==> src/rtl/apb_master_bridge.sv <==
// apb_master_bridge: single-outstanding valid/ready command to APB master bridge with bus-hang timeout
module apb_master_bridge #(
  parameter int DATA_WIDTH     = 32,
  parameter int ADDR_WIDTH     = 32,
  parameter int TIMEOUT_CYCLES = 16
) (
  input  logic                  PCLK,
  input  logic                  PRESET,
  input  logic                  cmd_valid,
  output logic                  cmd_ready,
  input  logic                  cmd_write,
  input  logic [ADDR_WIDTH-1:0] cmd_addr,
  input  logic [DATA_WIDTH-1:0] cmd_wdata,
  output logic                  rsp_valid,
  input  logic                  rsp_ready,
  output logic [DATA_WIDTH-1:0] rsp_rdata,
  output logic                  rsp_err,
  output logic                  rsp_timeout,
  output logic                  PSEL,
  output logic                  PENABLE,
  output logic                  PWRITE,
  output logic [ADDR_WIDTH-1:0] PADDR,
  output logic [DATA_WIDTH-1:0] PWDATA,
  input  logic [DATA_WIDTH-1:0] PRDATA,
  input  logic                  PREADY,
  input  logic                  PSLVERR
);
  localparam int CW = TIMEOUT_CYCLES > 0 ? $clog2(TIMEOUT_CYCLES + 1) : 1;
  localparam logic [CW-1:0] LAST = CW'(TIMEOUT_CYCLES > 0 ? TIMEOUT_CYCLES - 1 : 0);
  typedef enum logic [1:0] {IDLE, SETUP, ACCESS, RESP} state_t;
  state_t state_q, state_d;
  logic [ADDR_WIDTH-1:0] paddr_q, paddr_d;
  logic [DATA_WIDTH-1:0] pwdata_q, pwdata_d, rdata_q, rdata_d;
  logic pwrite_q, pwrite_d, err_q, err_d, to_q, to_d;
  logic [CW-1:0] cnt_q, cnt_d;
  logic expired;
  assign expired     = (TIMEOUT_CYCLES != 0) && (cnt_q == LAST);
  assign cmd_ready   = state_q == IDLE;
  assign PSEL        = (state_q == SETUP) || (state_q == ACCESS);
  assign PENABLE     = state_q == ACCESS;
  assign rsp_valid   = state_q == RESP;
  assign PADDR       = paddr_q;
  assign PWRITE      = pwrite_q;
  assign PWDATA      = pwdata_q;
  assign rsp_rdata   = rdata_q;
  assign rsp_err     = err_q;
  assign rsp_timeout = to_q;
  always_comb begin
    state_d  = state_q;
    paddr_d  = paddr_q;
    pwrite_d = pwrite_q;
    pwdata_d = pwdata_q;
    cnt_d    = cnt_q;
    rdata_d  = rdata_q;
    err_d    = err_q;
    to_d     = to_q;
    case (state_q)
      IDLE: if (cmd_valid) begin
        state_d  = SETUP;
        paddr_d  = cmd_addr;
        pwrite_d = cmd_write;
        pwdata_d = cmd_wdata;
      end
      SETUP: begin
        state_d = ACCESS;
        cnt_d   = '0;
      end
      ACCESS: if (PREADY) begin
        state_d = RESP;
        rdata_d = pwrite_q ? '0 : PRDATA;
        err_d   = PSLVERR;
        to_d    = 1'b0;
      end else if (expired) begin
        state_d = RESP;
        rdata_d = '0;
        err_d   = 1'b1;
        to_d    = 1'b1;
      end else cnt_d = (cnt_q == '1) ? cnt_q : cnt_q + 1'b1;
      RESP: state_d = rsp_ready ? IDLE : RESP;
      default: state_d = IDLE;
    endcase
  end
  always_ff @(posedge PCLK) begin
    if (PRESET) begin
      state_q  <= IDLE;
      paddr_q  <= '0;
      pwrite_q <= 1'b0;
      pwdata_q <= '0;
      cnt_q    <= '0;
      rdata_q  <= '0;
      err_q    <= 1'b0;
      to_q     <= 1'b0;
    end else begin
      state_q  <= state_d;
      paddr_q  <= paddr_d;
      pwrite_q <= pwrite_d;
      pwdata_q <= pwdata_d;
      cnt_q    <= cnt_d;
      rdata_q  <= rdata_d;
      err_q    <= err_d;
      to_q     <= to_d;
    end
  end
endmodule

==> config.mk <==
export PLATFORM = sky130hd
export DESIGN_NAME = apb_master_bridge
export DESIGN_NICKNAME = d
export VERILOG_FILES = /design/src/rtl/apb_master_bridge.sv
export SDC_FILE = /design/constraint.sdc
export NUM_CORES = 1
export LEC_CHECK = 0
export CORE_ASPECT_RATIO = 1.25
export CORE_MARGIN = 3
export CORE_UTILIZATION = 30
export CTS_BUF_LIST = sky130_fd_sc_hd__clkbuf_8
export CTS_CLUSTER_SIZE = 24
export DETAILED_ROUTE_END_ITERATION = 8
export PLACE_DENSITY = 0.76
export SYNTH_ARGS = -nofsm -noshare
export SYNTH_HDL_FRONTEND = slang
export SYNTH_SLANG_ARGS = --single-unit
export TNS_END_PERCENT = 50
==> constraint.sdc <==
create_clock -name PCLK -period 2.6 [get_ports PCLK]
set_input_delay 0.39 -clock PCLK [delete_from_list [all_inputs] [get_ports PCLK]]
set_output_delay 0.39 -clock PCLK [all_outputs]
set_load 0.01 [all_outputs]
==> metrics.cfg, run 1 <==
[yosys]
yosys_register_bits = 106
ys_seq_area_share_pct = 54.85
synth_top_area_share_pct = 54.85
yosysWarnings = 0
synth_top_area_cell = dfxtp_1
ys_types = 27
syn_nets = 582
syn_area_mm2 = 0.003869
synth.area.top_cells = dfxtp_1 (55%), nand2_1 (14%), a21oi_1 (11%)
synthCells = 471
syn_avg_cell_area_um2 = 8.214

[critical_path]
worstPathArrival_ns = 2.66
endpoint_kind = flop
cpPeakStageDelay_ns = 0.64
cp_max_fo = 7
start_kind = flop
slowest_stage = or4b_1
path_class = reg -> reg
crit_required_ns = 2.88
cpMostUsedCell = ha_1
worstPathCellList = ha_1, and3_1, ha_1, or4b_1, or3_1, a211oi_2

[timing]
grt_setup_unrepaired = false
period_minus_slack_ns = 2.380
hold_viol = 0
skew_ns = 0.01371
slew_viol_final = 0
post-route-period-util_pct = 91.54
max_freq_ghz = 0.4202
tightest_slew_ns = 0.8704
setup_viol = 0
max-slew-margin-rel_pct = 41.97
final.setup.tns_ns = 0

[finish]
stdcell_area_mm2 = 0.006315
final_common_cell = clkdlybuf4s50_1
nets = 770
diodes = 0
syn_to_final_growth_pct = 63.23
layout_common_cells = clkdlybuf4s50_1 (204), nand2_1 (147), dfxtp_1 (106), a21oi_1 (84)
final_layout_size_suffix_gt1_share_pct = 4.819

[route]
topRoutingLayerUsed = met4
met2_wirelength_um = 6014
wl_met3_um = 1093
dr.pass1.iters = 4
routed-via-count = 3914
wl_um = 12180
wl_per_cell_um = 14.71
remaining_drc_errors = 0
viasPerCell = 4.727
drt-initial-drc-count = 147
drtAntennaViolNets = 0
wl_met1_um = 4763

[clocking]
cts_resized = 0
cts_made_buffers = 9
clock_path_buffers = 2
cts_max_level = 3
clockRootBuffer = clkbuf_8
clk_pin_slew_ns = 0.09
cts_setup_buffers = 0
holdBufCountCts = 0
numClockSinks = 106
cts_tree = built
clock_latency_ns = 0.36

[die]
core_mm2 = 0.01239
design.die.area_mm2 = 0.01430
pin_count = 206
dieHeight_um = 133.0
std_cell_rows = 45
die-width_um = 107.6
initial_core_util_pct = 31.23

[global_route]
grt_first_pass_wirelength_um = 19150
grt_overflow = 0
grt_max_degree = 86
grt_pass1_vias = 3987
grtUsageTotal_pct = 16.64
antenna_found_initial = 0

[run_status]
outcome = complete, no violations

[placement]
io_buffer_count = 205
post_dp_cell_area_mm2 = 0.006081
post-dp-hpwl_um = 9132
place.gp.congestion = 0.7459

[flow_run]
cap_viol_max_count = 0

[pwr]
ir_drop_mv = 0.3361
powerDensity_mw_per_mm2 = 648.4
p_leak_nw = 2.254

[min_path]
hp-class = reg -> reg

==> cells in the mapped netlist <==
cell type and count:
nand2_1 148, dfxtp_1 106, a21oi_1 84, clkbuf_1 34
nand3_1 19, nor2_1 19, a32oi_1 17, ha_1 8
inv_1 6, nand2b_1 5, o21ai_1 3, or3_1 3
a211oi_1 2, and3_1 2, buf_2 2, nor2b_1 2
a211oi_2 1, a221oi_1 1, and2_1 1, buf_1 1
buf_6 1, nor3_1 1, nor4b_1 1, o21a_1 1
o31ai_1 1, o32ai_1 1, or4b_1 1
==> metrics by stage <==
| step | utilization (%) | hold slack [ns] | std cells | power [W] | setup WS (ns) |
|---|---|---|---|---|---|
| floorplan | - | 0.4651 | 471 | 0.002373 | 0.4110 |
| global placement | 49.09 | 0.4385 | 812 | 0.002958 | 0.3341 |
| detailed placement | 49.09 | 0.4460 | 812 | 0.002994 | 0.2515 |
| CTS | 50.98 | 0.4594 | 828 | 0.004163 | 0.2164 |
| global route | 50.98 | 0.4732 | 828 | 0.004328 | 0.1291 |
| finish | 50.98 | 0.4592 | 828 | 0.004094 | 0.2200 |
==> area by class of cell <==
type                    instances  area, µm²
multi-input cells             321       1582
repair buffers                215       2150
clock inverters                 5      82.58
clock buffers                  11      151.4
fillers                      1172       6072
inverters                       6      22.52
flip-flops and latches        106       2122
well taps                     164      205.2
==> final timing paths <==
| path | slack [ns] | depth (start not counted) | from | endpoint |
|---|---|---|---|---|
| setup reg to reg | 0.22 | 6 | cnt_q[0]$_SDFFE_PP0P_ | cnt_q[3]$_SDFFE_PP0P_ |
| hold reg to reg | 0.46 | 2 | rsp_rdata[9]$_SDFFE_PP0P_ | rsp_rdata[9]$_SDFFE_PP0P_ |
| setup / recovery | 0.22 | 6 | cnt_q[0]$_SDFFE_PP0P_ | cnt_q[3]$_SDFFE_PP0P_ |
| hold / removal | 0.46 | 2 | rsp_rdata[9]$_SDFFE_PP0P_ | rsp_rdata[9]$_SDFFE_PP0P_ |
==> per-layer routing <==
| layer | up-vias | global-route usage, % |
|---|---|---|
| met3 | 22 | 5.564 |
| met5 | - | 0 |
| met2 | 162 | 28.77 |
| met4 | 0 | 6.456 |
| li1 | 1941 | - |
| met1 | 1789 | 18.70 |
==> kinds of logic after synthesis <==
kind of cell               synth area share, %
and+or+nand+nor                          21.38
buffers and inverters                    4.528
DFF                                      54.85
AOI/OAI and AO/OA                        16.66
adders and majority gates                2.587
==> flip-flops by register name, summed over array words and instances (netlist names) <==
name and flops:
PADDR 32, PWDATA 32, PWRITE 1, cnt_q 5, rsp_err 1, rsp_rdata 32
rsp_timeout 1, state_q 2
==> critical path, delay by kind of cell (launching register included) <==
family,cells,cell delay [ns]
AOI/OAI and AO/OA,1,0.23
adders and majority gates,2,0.47
DFF,1,0.34
and+or+nand+nor,3,1.25
==> report_power, final <==
part	internal [W]	leakage (nW)	switching, W
clock	0.000601	0.120	0.000549
combinational	0.000559	1.27	0.000540
sequential	0.00177	0.864	0.0000772
Note: power is estimated with default switching activity, not from simulation.
==> run 2: changes to the inputs <==
Settings changed: MAX_ROUTING_LAYER from default to met4.
Clock period 2.6 ns to 2.35 ns, I/O delays scaled along.
==> run 2 against run 1 <==
  * Clock power is 8% higher
  * Critical path depth is 2 lower
  * Wire length down 1.8%
  * Cell area grew 0.12%
  * Critical path type is now reg -> out
  * Sequential power grew 10%
  * Utilization grew 0.061 points
  * Worst hold slack worse by 0.0055 ns
  * Combinational power grew 9%
  * Power up 9.7%
  * Largest cell class unchanged
  * Via count is 1.4% lower
  * Die area unchanged
==> metrics.cfg, run 2 (synthesis results as in run 1) <==
[pwr]
powerDensity_mw_per_mm2 = 710.4  ; +9.6%
p_leak_nw = 2.257  ; +0.12%
ir_drop_mv = 0.3534  ; +5.2%

[die]
dieHeight_um = 133.0  ; unchanged
initial_core_util_pct = 31.23  ; unchanged
die-width_um = 107.6  ; unchanged
design.die.area_mm2 = 0.01430  ; unchanged
pin_count = 206  ; unchanged
std_cell_rows = 45  ; unchanged
core_mm2 = 0.01239  ; unchanged

[placement]
place.gp.congestion = 0.7105  ; -4.7%
post-dp-hpwl_um = 8685  ; -4.9%
io_buffer_count = 205  ; unchanged

[clocking]
numClockSinks = 106  ; unchanged
clk_pin_slew_ns = 0.10  ; about the same
holdBufCountCts = 0  ; unchanged
cts_made_buffers = 9  ; unchanged
clock_latency_ns = 0.36  ; about the same
cts_tree = built
cts_max_level = 3  ; unchanged
clock_path_buffers = 2  ; unchanged
clockRootBuffer = clkbuf_8

[run_status]
outcome = complete, no violations

[global_route]
busiest_layer = met2
grt_overflow = 0  ; unchanged
grt_use_met1_pct = 19.59  ; +0.89 points
grt_max_degree = 89  ; +3.5%
grtUsageTotal_pct = 17.00  ; +0.36 points
antenna_found_initial = 0  ; unchanged
use_met3_pct = 4.246  ; -1.3 points
grt_first_pass_wirelength_um = 19010  ; -0.72%
grt_pass1_vias = 3906  ; -2.0%
use_met2_pct = 28.77  ; unchanged

[route]
dr.pass1.iters = 5  ; +1
routed-via-count = 3861  ; -1.4%
wl_um = 11960  ; -1.8%
remaining_drc_errors = 0  ; unchanged
viasPerCell = 4.657  ; -1.5%
drtAntennaViolNets = 0  ; unchanged
wl_per_cell_um = 14.43  ; -1.9%
drt-initial-drc-count = 178  ; +21%

[timing]
period_minus_slack_ns = 2.237
tightest_slew_ns = 0.9087  ; +0.03829 ns
post-route-period-util_pct = 95.21
final.setup.tns_ns = 0  ; unchanged
max_freq_ghz = 0.4470
slew_viol_final = 0  ; unchanged
setup_viol = 0  ; unchanged
skew_ns = 0.01949  ; +0.005771 ns
hold_viol = 0  ; unchanged
max-slew-margin-rel_pct = 39.42  ; -2.6 points
grt_setup_unrepaired = false

[critical_path]
path_class = reg -> out
crit_required_ns = 2.00  ; -0.88 ns
worstPathArrival_ns = 1.88  ; -0.78 ns
start_kind = flop
cp_max_fo = 27  ; +20
endpoint_kind = primary output

[finish]
final_common_cell = clkdlybuf4s50_1
nets = 771  ; +0.13%
syn_to_final_growth_pct = 63.42
layout_common_cells = clkdlybuf4s50_1 (204), nand2_1 (147), dfxtp_1 (106), a21oi_1 (84)
final_layout_size_suffix_gt1_share_pct = 4.962  ; +0.14 points
fin_util_pct = 51.04  ; +0.061 points
final.fill_count = 1168  ; -0.34%
diodes = 0  ; unchanged

[flow_run]
cap_viol_max_count = 0  ; unchanged

[min_path]
hp-class = reg -> reg

-- run 2: changes by cell type in the layout (fill, tap and decap cells not counted) --
| cell | before | now |
|---|---|---|
| buf_6 | 0 | 1 |
| clkbuf_8 | 11 | 10 |
| clkinv_2 | 1 | 0 |
| clkinv_4 | 0 | 1 |
| clkinvlp_4 | 0 | 1 |
| inv_1 | 6 | 7 |
| inv_6 | 2 | 1 |
| or4b_1 | 1 | 0 |
| or4b_4 | 0 | 1 |
-- run 2: per-stage QoR --
| stage | total power, W | std cells | hold slack [ns] | cell area [µm²] | setup WS [ns] |
|---|---|---|---|---|---|
| 6_report | 0.004491 | 829 | 0.4537 | 6322 | 0.1126 |
| 5_1_grt | 0.004754 | 829 | 0.4713 | 6322 | 0.004911 |
| 4_1_cts | 0.004553 | 829 | 0.4569 | 6315 | 0.02869 |
| 3_5_place_dp | 0.003295 | 813 | 0.4420 | 6088 | 0.04967 |
| 3_3_place_gp | 0.003268 | 813 | 0.4377 | 6088 | 0.1536 |
| 2_1_floorplan | 0.002625 | 471 | 0.4651 | 3869 | 0.1610 |
-- run 2: critical path: stages, from the launching register on --
cell             delay [ns]
dfxtp_1                0.34
inv_1                  0.15
ha_1                   0.22
buf_6                  0.23
clkdlybuf4s50_1        0.58
-- run 2: final timing paths --
kind	from	to	slack (ns)	cells past startpoint
max	state_q[0]$_SDFFE_PP0P_	PENABLE	0.11	4
max reg2reg	cnt_q[0]$_SDFFE_PP0P_	cnt_q[3]$_SDFFE_PP0P_	0.12	6
min reg2reg	rsp_rdata[1]$_SDFFE_PP0P_	rsp_rdata[1]$_SDFFE_PP0P_	0.45	2
min	rsp_rdata[1]$_SDFFE_PP0P_	rsp_rdata[1]$_SDFFE_PP0P_	0.45	2
-- run 2: metal layers --
layer | part of all wire (%) | wire [µm] | vias to the layer above
met2 | 50 | 5998 | 146
met4 | 1.6 | 196 | 0
met1 | 41 | 4948 | 1762
met5 | 0 | 0 | -
met3 | 6.8 | 816 | 13
li1 | - | - | 1940
-- run 2: area by class of cell --
class	count	area [µm²]	area share, %
Timing Repair Buffer	216	2161	34.18
Sequential cell	106	2122	33.56
Multi-Input combinational cell	321	1585	25.07
Tap cell	164	205.2	3.246
Clock buffer	10	137.6	2.177
Clock inverter	6	88.84	1.405
Inverter	6	22.52	0.3562
-- run 2: power breakdown --
part / switching (W) / internal [W] / total, W
logic: 0.000587 / 0.000618 / 0.00120
clock network: 0.000611 / 0.000632 / 0.00124
registers: 0.0000870 / 0.00196 / 0.00204
total: 0.00128 / 0.00321 / 0.00449
-- run 2: what timing repair did --
item | 4_1_cts | 5_1_grt
resized for setup | 0 | 2
setup buffers | 0 | 0
setup endpoints to repair | 0 | 3
==> run 3: changes to the inputs <==
Settings changed: HOLD_SLACK_MARGIN from default to 0.05.
==> results of run 3 <==
No change in the layout: final DEF, timing and power equal those of run 2.
